[src/rtl/jt89_ctrl.sv]
// jt89_ctrl: bus-side register controller for the JT89 PSG.
// Decodes SN76489-style latch/data byte writes into tone periods,
// attenuations and noise control for the sound generators.
// Optional macro JT89_READY_EN compiles in a READY pacing FSM that
// holds off the CPU for 32 clk_en pulses after every accepted write.
module jt89_ctrl (
  input  logic       clk,
  input  logic       rst_n,
  input  logic       clk_en,
  input  logic [7:0] din,
  input  logic       cs_n,
  input  logic       wr_n,
  output logic       ready,
  output logic [9:0] tone0,
  output logic [9:0] tone1,
  output logic [9:0] tone2,
  output logic [3:0] vol0,
  output logic [3:0] vol1,
  output logic [3:0] vol2,
  output logic [3:0] vol3,
  output logic [2:0] noise_ctl,
  output logic       noise_rst
);

  // Latched target of subsequent data bytes: channel and register type
  typedef struct packed {
    logic [1:0] ch;
    logic       typ;   // 1 = volume, 0 = tone/noise
  } latch_t;

  logic       stb, stb_l, accept, is_latch;
  latch_t     latch_q, cur;
  logic [2:0][9:0] tone_q;
  logic [3:0][3:0] vol_q;
  logic       wr_vol, wr_tone_lo, wr_tone_hi, wr_noise;

  assign stb      = !cs_n && !wr_n;
  // Edge-detected so a long strobe produces one acceptance only
  assign accept   = stb && !stb_l && ready;
  assign is_latch = din[7];
  // Latch bytes carry their own target, data bytes reuse the stored one
  assign cur      = is_latch ? latch_t'({din[6:5], din[4]}) : latch_q;

  assign wr_vol     = accept && cur.typ;
  assign wr_tone_lo = accept &&  is_latch && !cur.typ && (cur.ch != 2'd3);
  assign wr_tone_hi = accept && !is_latch && !cur.typ && (cur.ch != 2'd3);
  assign wr_noise   = accept && !cur.typ && (cur.ch == 2'd3);

  assign tone0 = tone_q[0];
  assign tone1 = tone_q[1];
  assign tone2 = tone_q[2];
  assign vol0  = vol_q[0];
  assign vol1  = vol_q[1];
  assign vol2  = vol_q[2];
  assign vol3  = vol_q[3];

  // Strobe history for edge detection
  always_ff @(posedge clk or negedge rst_n) begin
    if (!rst_n) stb_l <= 1'b0;
    else        stb_l <= stb;
  end

  // Register file: latch, tone periods, attenuations, noise control
  always_ff @(posedge clk or negedge rst_n) begin
    if (!rst_n) begin
      latch_q   <= '0;
      tone_q    <= '0;
      vol_q     <= {4{4'hF}};
      noise_ctl <= 3'd0;
      noise_rst <= 1'b0;
    end else begin
      noise_rst <= wr_noise;
      if (accept && is_latch) latch_q <= cur;
      if (wr_noise) noise_ctl <= din[2:0];
      if (wr_vol) vol_q[cur.ch] <= din[3:0];
      if (wr_tone_lo) begin
        case (cur.ch)
          2'd0:    tone_q[0][3:0] <= din[3:0];
          2'd1:    tone_q[1][3:0] <= din[3:0];
          default: tone_q[2][3:0] <= din[3:0];
        endcase
      end
      if (wr_tone_hi) begin
        case (cur.ch)
          2'd0:    tone_q[0][9:4] <= din[5:0];
          2'd1:    tone_q[1][9:4] <= din[5:0];
          default: tone_q[2][9:4] <= din[5:0];
        endcase
      end
    end
  end

`ifdef JT89_READY_EN
  typedef enum logic { IDLE, BUSY } st_t;
  st_t        st;
  logic [4:0] cnt;

  // READY pacing: busy for 32 clk_en pulses after each accepted write
  always_ff @(posedge clk or negedge rst_n) begin
    if (!rst_n) begin
      st    <= IDLE;
      ready <= 1'b1;
      cnt   <= 5'd0;
    end else begin
      case (st)
        IDLE: if (accept) begin
          st    <= BUSY;
          ready <= 1'b0;
          cnt   <= 5'd31;
        end
        default: if (clk_en) begin
          if (cnt == 5'd0) begin
            st    <= IDLE;
            ready <= 1'b1;
          end else begin
            cnt <= cnt - 5'd1;
          end
        end
      endcase
    end
  end
`else
  logic unused_clk_en;
  assign unused_clk_en = clk_en;
  assign ready = 1'b1;
`endif

endmodule

[config.mk]
export PLATFORM = sky130hd
export DESIGN_NAME = jt89_ctrl
export DESIGN_NICKNAME = d
export VERILOG_FILES = /design/src/rtl/jt89_ctrl.sv
export SDC_FILE = /design/constraint.sdc
export NUM_CORES = 1
export LEC_CHECK = 0
export ABC_AREA = 1
export BUFFER_PORTS_ARGS = -buffer_cell sky130_fd_sc_hd__buf_2
export CORE_MARGIN = 2
export CORE_UTILIZATION = 52
export CTS_CLUSTER_DIAMETER = 200
export CTS_CLUSTER_SIZE = 30
export DETAILED_ROUTE_END_ITERATION = 6
export GPL_TIMING_DRIVEN = 0
export PLACE_DENSITY = 0.79
export SYNTH_ARGS = -nofsm -noshare
export SYNTH_HDL_FRONTEND = slang
export SYNTH_SLANG_ARGS = --single-unit
[constraint.sdc]
create_clock -name clk -period 1.4 [get_ports clk]
set_input_delay 0.28 -clock clk [delete_from_list [all_inputs] [get_ports clk]]
set_output_delay 0.28 -clock clk [all_outputs]
set_load 0.01 [all_outputs]
---- Word-level counts from Yosys, hierarchy flattened ----
Index checks and enable logic that the tools add are counted.
storage, ports and cells
  bits in registers ....................... 54
  output and inout bits ................... 51
  word-level logic and storage cells ...... 50
  bits of input ports ..................... 13
cells by class
  $lt $le $gt $ge ......................... 2
  mux-type cells .......................... 4
  bitwise operators ....................... 1
  reductions and logical operators ........ 25
  eq/ne operators ......................... 3
operator list
  kind                  number
  $bwmux W16            1
  $logic_and A1 B1 Y1   12
  $reduce_and A2 Y1     6
  $demux W4 S2          1
  $logic_not A1 Y1      5
  $mux W4               1
  $lt A2 B3 Y1 const B  1
  $mux W3               1
  $eq A2 B1 Y1 const B  1
  $eq A2 B2 Y1 const B  1
  $ge A2 B1 Y1 const B  1
  $logic_not A2 Y1      1
  $ne A2 B2 Y1 const B  1
  $reduce_or A2 Y1      1
  $not A1 Y1            1

---- Longest topological paths before layout ----
Gate-level depths: netlist of run 1.
  depth after elaboration ................. 7
  depth in mapped cells ................... 9
  depth with buffers taken out ............ 7

---- Worst setup path after synthesis of run 1 ----
Ideal clock, no wire load.
  path kind ............................... input to register
  from .................................... input din[7]
  to ...................................... register tone_q (netlist bit tone1[4])
  slack ................................... 0.235 ns
  cell stages on the path ................. 8
  setup time .............................. 0.117 ns
  arrival ................................. 1.048 ns
  buffers on the path ..................... 2
  required time ........................... 1.283 ns
  cells stage by stage .................... buf_4 > inv_4 > nand2_2 > nor2_2 > buf_4 > nand2_2 > nand2_1 > nand2_1
on the way
  cells in the longest elaborated chain, start to end .. 5
  elaborated cells on any way between the ends .. 9
  classes of those cells .................. eq/ne: 2; mux: 1; reduce/logical: 6
RTL lines
  item                                                            line    source
  start: declaration                                              10      input logic [7:0] din,
  $mux W3 / $logic_not A1 Y1 (equally long branches)              42, 46
  $logic_not A1 Y1 / $logic_and A1 B1 Y1 (equally long branches)  46      assign wr_tone_hi = accept && !is_latch && !cur.typ && (cur.ch != 2'd3);
  $logic_and A1 B1 Y1 (2 in series)                               46
  $reduce_and A2 Y1 (no source line) *                            --
  end: declaration                                                33      logic [2:0][9:0] tone_q;
Every way passes the cells marked *; elsewhere a longest branch is shown, timed or not.
A chain may end at the register's enable or synchronous reset.

---- Worst setup path after layout of run 1 ----
  from .................................... register stb_l
  to ...................................... register tone_q (netlist bit tone0[7])
on the way
  cells in the longest elaborated chain, start to end .. 6
RTL lines
  item                                line  source
  start: declaration                  31    logic stb, stb_l, accept, is_latch;
  start signal: assignment            60    else stb_l <= stb;
  $logic_not A1 Y1                    39    assign accept = stb && !stb_l && ready;
  $logic_and A1 B1 Y1                 39
  $logic_and A1 B1 Y1 (3 in series)   46
  $reduce_and A2 Y1 (no source line)  --
Every way passes these cells.

==> results of run 1 <==
[cells by family (layout without fill, tap and decap cells)]
group	after synthesis	in the layout	share of synthesized area [%]
flops	54	54	56.9
simple gates	189	189	36.9
compound gates	3	3	0.623
buf+inv	23	90	5.40
other cells	1	1	0.156
[registers in the layout (all words and copies together), names as in the netlist, 3 cells and up]
| name | flops |
|---|---|
| tone0 | 10 |
| tone1 | 10 |
| tone2 | 10 |
| vol0 | 4 |
| vol1 | 4 |
| vol2 | 4 |
| vol3 | 4 |
| latch_q | 3 |
| noise_ctl | 3 |
[report_power, final]
part / leakage, nW / internal (W) / switching (W)
registers: 0.663 / 0.00208 / 0.000226
logic: 0.912 / 0.000525 / 0.000789
clock network: 0.0514 / 0.000534 / 0.000510
[routing by layer]
| metal | track usage (%) | share of wire, % | vias to the layer above |
|---|---|---|---|
| met1 | 31.0 | 46 | 920 |
| met2 | 35.0 | 47 | 59 |
| li1 | - | - | 975 |
| met5 | 0 | 0 | - |
| met3 | 3.75 | 5.1 | 7 |
| met4 | 9.85 | 1.6 | 0 |
[how the worst max path moves through the flow]
stage / startpoint / end / slack, ps / cells after the start
finish: stb_l$_DFF_PN0_ / tone0[7]$_DFFE_PN0P_ / 90 / 7
global route: stb_l$_DFF_PN0_ / tone0[5]$_DFFE_PN0P_ / 6 / 7
CTS: stb_l$_DFF_PN0_ / tone0[7]$_DFFE_PN0P_ / 100 / 7
detailed placement: wr_n / tone0[7]$_DFFE_PN0P_ / 10 / 8
global placement: wr_n / tone0[5]$_DFFE_PN0P_ / 60 / 8
floorplan: din[7] / tone1[4]$_DFFE_PN0P_ / 230 / 8
[layout make-up]
class / instances / area (µm²) / share of cell area, %
well taps: 52 / 65.1 / 2.26
flip-flops and latches: 54 / 1370 / 47.6
clock inverters: 2 / 37.5 / 1.30
clock buffers: 6 / 72.6 / 2.52
inverters: 9 / 36.3 / 1.26
plain buffers: 14 / 93.8 / 3.26
multi-input cells: 193 / 910 / 31.6
repair buffers: 59 / 295 / 10.2
[Yosys cell counts (all sizes together)]
cell type	n	area, µm²
a21oi	1	5.00
buf	10	78.8
clkbuf	4	15.0
conb	1	3.75
dfrtp	38	951
dfstp	16	420
inv	9	36.3
nand2	130	538
nand3	50	250
nor2	9	103
o21ai	2	10.0
[worst register-to-register path: cells and delay by family, from the launching register on]
family	cells	cell delay [ps]
simple gates	5	550
flops	1	370
buf+inv	2	290
[per-stage QoR]
stage,power (W),cells,hold slack (ps),area [µm²]
after global placement,0.00362,381,448,2770
after floorplan,0.00308,270,-15.6,2410
after CTS,0.00470,389,119,2880
final,0.00466,389,118,2880
after global routing,0.00494,389,130,2880
after detailed placement,0.00366,381,450,2770
==> impl_metrics.py, run 1 <==
metrics = {
    "outcome": {
        "status": "completed",
    },
    "cts": {
        "worstSkewPairLatency_ps": 320,
        "clock_path_buffers": 2,
        "root_buffer": "clkbuf_8",
        "clock_sinks": 54,
        "clkTransAtPathRegs_ps": 100,
        "cts_tree": "built",
        "cts_setup_buffers": 0,
        "holdBufCountCts": 0,
        "cts_resized": 0,
        "cts_buffers": 5,
        "htreeDepth": 2,
    },
    "flow_run": {
        "maxCapViolCount": 0,
    },
    "routing": {
        "drt-pass1-iter-count": 4,
        "viasPerCell": 5.04,
        "vias": 1961,
        "finalWirelength_um": 5260,
        "drc": 0,
        "drtIter0Drc": 116,
        "wire_per_inst_um": 13.5,
        "antenna_left": 0,
    },
    "global_route": {
        "globalRoute.totalOverflow": 0,
        "grt_usage_pct": 22.4,
        "grt_max_degree": 55,
        "grt_pass1_wl_um": 8910,
        "antenna_found_initial": 0,
        "grt_pass1_vias": 1904,
    },
    "timing": {
        "finClkSkew_ps": 7.50,
        "finalSetupViolCount": 0,
        "tns_ps": 0,
        "tightest_slew_ps": 1160,
        "min_period_over_period_pct": 93.8,
        "finalMaxSlewViolations": 0,
        "setup_ws_ps": 87.3,
        "maxSlewHeadroom_pct": 22.4,
        "hold_viol_final": 0,
        "fmax_mhz": 762,
        "rsz0062_at_grt": "false",
        "period_minus_slack_ps": 1310,
    },
    "synth": {
        "synth_nets": 283,
        "synth_cell_type_count": 19,
        "synth_cells": 270,
        "yosys_warnings": 0,
        "synth-seq-area-share_pct": 56.9,
        "avgSynthCellArea_um2": 8.93,
        "synth_area_um2": 2410,
        "ys_ff_latch": 54,
    },
    "worst_setup_path": {
        "worstPathCellList": "inv_1 -> nand2_2 -> nor2_2 -> buf_4 -> nand2_2 -> nand2_1 -> nand2_1",
        "r2r_start": "stb_l$_DFF_PN0_",
        "rrSetupSlack_ps": 90,
        "cpPeakStageDelay_ps": 370,
        "cp.arrival_ps": 1530,
        "r2r_cells": 7,
        "cp.required_ps": 1610,
        "crit_family": "simple AND/OR/NAND/NOR gates",
        "r2r_end": "tone0[7]$_DFFE_PN0P_",
        "critPathLaunchType": "flip-flop",
        "crit_path_max_fanout": 10,
        "worst-path-buf-inv": 2,
        "crit_path_top_delay_cell": "dfrtp_1",
        "endpoint_kind": "flip-flop",
        "worst-setup-path-type": "reg -> reg",
    },
    "floorplan": {
        "pin_count": 64,
        "rows": 24,
        "core_area_um2": 4410,
        "die-height_um": 72.1,
        "die_area_um2": 5200,
        "fp.dieW_um": 72.1,
        "start_util_pct": 54.6,
    },
    "finish": {
        "n_fill_cell": 391,
        "area_growth_pct": 19.5,
        "nNetsFinal": 349,
        "antenna_cells": 0,
        "final_util_pct": 65.3,
        "final_common_cell": "nand2_1",
        "drive_gt1_share_pct": 34.4,
        "layout_common_cells": "114 x nand2_1, 62 x buf_2, 50 x nand3_1",
    },
    "power_and_ir_drop": {
        "peakVddDrop_mv": 0.971,
        "leakagePower_nw": 1.63,
        "power_density_nw_per_um2": 1620,
    },
    "placement": {
        "place_ws_ps": 10.5,
        "hpwl_um": 3610,
        "gp_congestion": 0.813,
        "port_buffers": 59,
    },
    "min_path": {
        "hold_end": "stb_l$_DFF_PN0_",
        "hold_path_depth": 2,
        "hold_path_class": "in -> reg",
        "worstHoldStart": "cs_n",
    },
}
No activity file was read; power rests on OpenSTA's default activity.
==> run 2: changes to the inputs <==
--- a/config.mk
+++ b/config.mk
@@ -14,6 +14,8 @@
 export DETAILED_ROUTE_END_ITERATION = 6
 export GPL_TIMING_DRIVEN = 0
 export PLACE_DENSITY = 0.79
+export REMOVE_ABC_BUFFERS = 1
+export SKIP_LAST_GASP = 1
 export SYNTH_ARGS = -nofsm -noshare
 export SYNTH_HDL_FRONTEND = slang
 export SYNTH_SLANG_ARGS = --single-unit
==> constraint.sdc (replaced) <==
create_clock -name clk -period 1.4 [get_ports clk]
set_input_delay 0.28 -clock clk [delete_from_list [all_inputs] [get_ports clk]]
set_output_delay 0.28 -clock clk [all_outputs]
set_load 0.005 [all_outputs]
==> run 2 against run 1 <==
  * Final area up 1.7%
  * Fmax down 2.4%
  * Flip-flop and latch count stayed put
  * Sequential power is essentially flat
  * Via count increased by 5.4%
  * Critical endpoint is now vol0[1]$_DFFE_PN1P_
==> impl_metrics.py, run 2 (synthesis results as in run 1) <==
metrics = {
    "outcome": {
        "status": "completed",
    },
    "cts": {
        "clock_path_buffers": 2,
        "holdBufCountCts": 0,
        "cts_tree": "built",
        "htreeDepth": 2,
        "root_buffer": "clkbuf_8",
        "worstSkewPairLatency_ps": 310,
        "clkTransAtPathRegs_ps": 100,
        "cts_buffers": 5,
        "clock_sinks": 54,
    },
    "finish": {
        "antenna_cells": 0,
        "nNetsFinal": 349,
        "area_growth_pct": 21.6,
        "layout_common_cells": "114 x nand2_1, 61 x buf_2, 50 x nand3_1",
        "final_util_pct": 66.4,
        "final_common_cell": "nand2_1",
        "drive_gt1_share_pct": 36.2,
    },
    "worst_setup_path": {
        "startpoint": "latch_q[0]$_DFFE_PN0P_",
        "endpoint": "vol0[1]$_DFFE_PN1P_",
        "rrSetupSlack_ps": 50,
        "cp.required_ps": 1650,
        "cp.arrival_ps": 1600,
        "endpoint_kind": "flip-flop",
        "r2r_cells": 8,
        "worst-setup-path-type": "reg -> reg",
        "crit_path_max_fanout": 10,
        "r2r_end": "vol0[1]$_DFFE_PN1P_",
        "critPathLaunchType": "flip-flop",
        "r2r_start": "latch_q[0]$_DFFE_PN0P_",
    },
    "floorplan": {
        "core_area_um2": 4410,
        "start_util_pct": 54.6,
        "pin_count": 64,
        "die_area_um2": 5200,
        "fp.dieW_um": 72.1,
        "rows": 24,
        "die-height_um": 72.1,
    },
    "global_route": {
        "antenna_found_initial": 0,
        "grt_max_degree": 55,
        "globalRoute.totalOverflow": 0,
        "grt_pass1_vias": 1773,
        "grt_usage_pct": 20.7,
        "grt_pass1_wl_um": 8290,
    },
    "power_and_ir_drop": {
        "p_comb_share_pct": 25.5,
        "clockPowerShare_pct": 23.9,
        "p_int_w": 0.00316,
        "sequentialPowerShare_pct": 50.6,
        "switching_share_pct": 30.4,
        "peakVddDrop_mv": 0.818,
        "leakagePower_nw": 1.64,
        "power_density_nw_per_um2": 1550,
        "totalPowerFinal_w": 0.00455,
        "p_sw_w": 0.00138,
    },
    "routing": {
        "drc": 0,
        "viasPerCell": 5.31,
        "vias": 2067,
        "antenna_left": 0,
        "drt-pass1-iter-count": 4,
        "drtIter0Drc": 165,
        "finalWirelength_um": 5540,
        "wire_per_inst_um": 14.2,
    },
    "placement": {
        "place_ws_ps": -742,
        "gp_congestion": 0.779,
        "port_buffers": 61,
        "hpwl_um": 3430,
    },
    "timing": {
        "hold_viol_final": 0,
        "min_period_over_period_pct": 96.1,
        "finalMaxSlewViolations": 0,
        "tightest_slew_ps": 1160,
        "maxSlewHeadroom_pct": 22.8,
        "finalSetupViolCount": 0,
        "fmax_mhz": 743,
        "period_minus_slack_ps": 1350,
        "finClkSkew_ps": 13.6,
        "rsz0062_at_grt": "true",
        "setup_ws_ps": 54.3,
        "tns_ps": 0,
    },
    "flow_run": {
        "maxCapViolCount": 0,
    },
    "min_path": {
        "hold_path_class": "in -> reg",
    },
}
run 2: cell types whose count changed in the layout (fill, tap and decap cells not counted):
| cell | delta |
|---|---|
| clkbuf_1 | -4 |
| nor2_4 | +4 |
| buf_4 | +3 |
| buf_6 | -3 |
| nor2_1 | -2 |
| nor2_2 | +2 |
| buf_12 | +1 |
| buf_2 | -1 |
| clkbuf_8 | +1 |
| clkinvlp_4 | -1 |
| nand2_2 | -1 |
| nand2_4 | +1 |
run 2: area by class of cell:
class	instances	area, µm²
clock buffers	7	86.3
clock inverters	1	30.0
fillers	367	1480
flip-flops and latches	54	1370
well taps	52	65.1
multi-input cells	197	965
repair buffers	69	378
inverters	9	36.3
run 2: power groups by stage:
stage,Sequential (W),Combinational (W),Clock [W]
final,0.00230,0.00116,0.00108
after global routing,0.00235,0.00132,0.00114
after CTS,0.00230,0.00114,0.00110
after detailed placement,0.00232,0.00113,0
after global placement,0.00232,0.00109,0
after floorplan,0.00236,0.000508,0
run 2: worst max-delay path: stages (launching register included):
cell and delay [ps]:
dfrtp_1 350, inv_1 60, nand2_2 160, nand2_1 190, nor2_4 170, buf_12 140, nand2_2 80, nand2_1 80
nand2_1 60
run 2: metrics by stage:
step	cells	instance area [µm²]	hold slack (ps)
after global placement	369	2690	448
after CTS	378	2820	132
after floorplan	256	2320	-15.6
after detailed placement	369	2690	452
after global routing	389	2930	143
final	389	2930	149
run 2: how the worst min path moves through the flow:
| stage | from | to | slack (ps) | cells after the start |
|---|---|---|---|---|
| global placement | tone1[0]$_DFFE_PN0P_ | tone1[0]$_DFFE_PN0P_ | 450 | 2 |
| finish | cs_n | stb_l$_DFF_PN0_ | 150 | 2 |
| detailed placement | vol1[3]$_DFFE_PN1P_ | vol1[3]$_DFFE_PN1P_ | 450 | 2 |
| CTS | cs_n | stb_l$_DFF_PN0_ | 130 | 2 |
| floorplan | rst_n | latch_q[0]$_DFFE_PN0P_ | -20 | 0 |
| global route | cs_n | stb_l$_DFF_PN0_ | 140 | 2 |
run 2: timing repair:
item / CTS / global route
pin swaps: 1 / 3
setup endpoints to repair: 34 / 38
resized for setup: 3 / 4
cloned: 1 / 3
setup buffers: 0 / 8
run 2: routing by layer:
| layer | up-vias | track usage, % | part of all wire [%] |
|---|---|---|---|
| li1 | 984 | - | - |
| met1 | 999 | 28.7 | 45 |
| met2 | 78 | 32.4 | 46 |
| met3 | 6 | 4.86 | 6.9 |
| met4 | 0 | 6.92 | 1.4 |
| met5 | - | 0 | 0 |
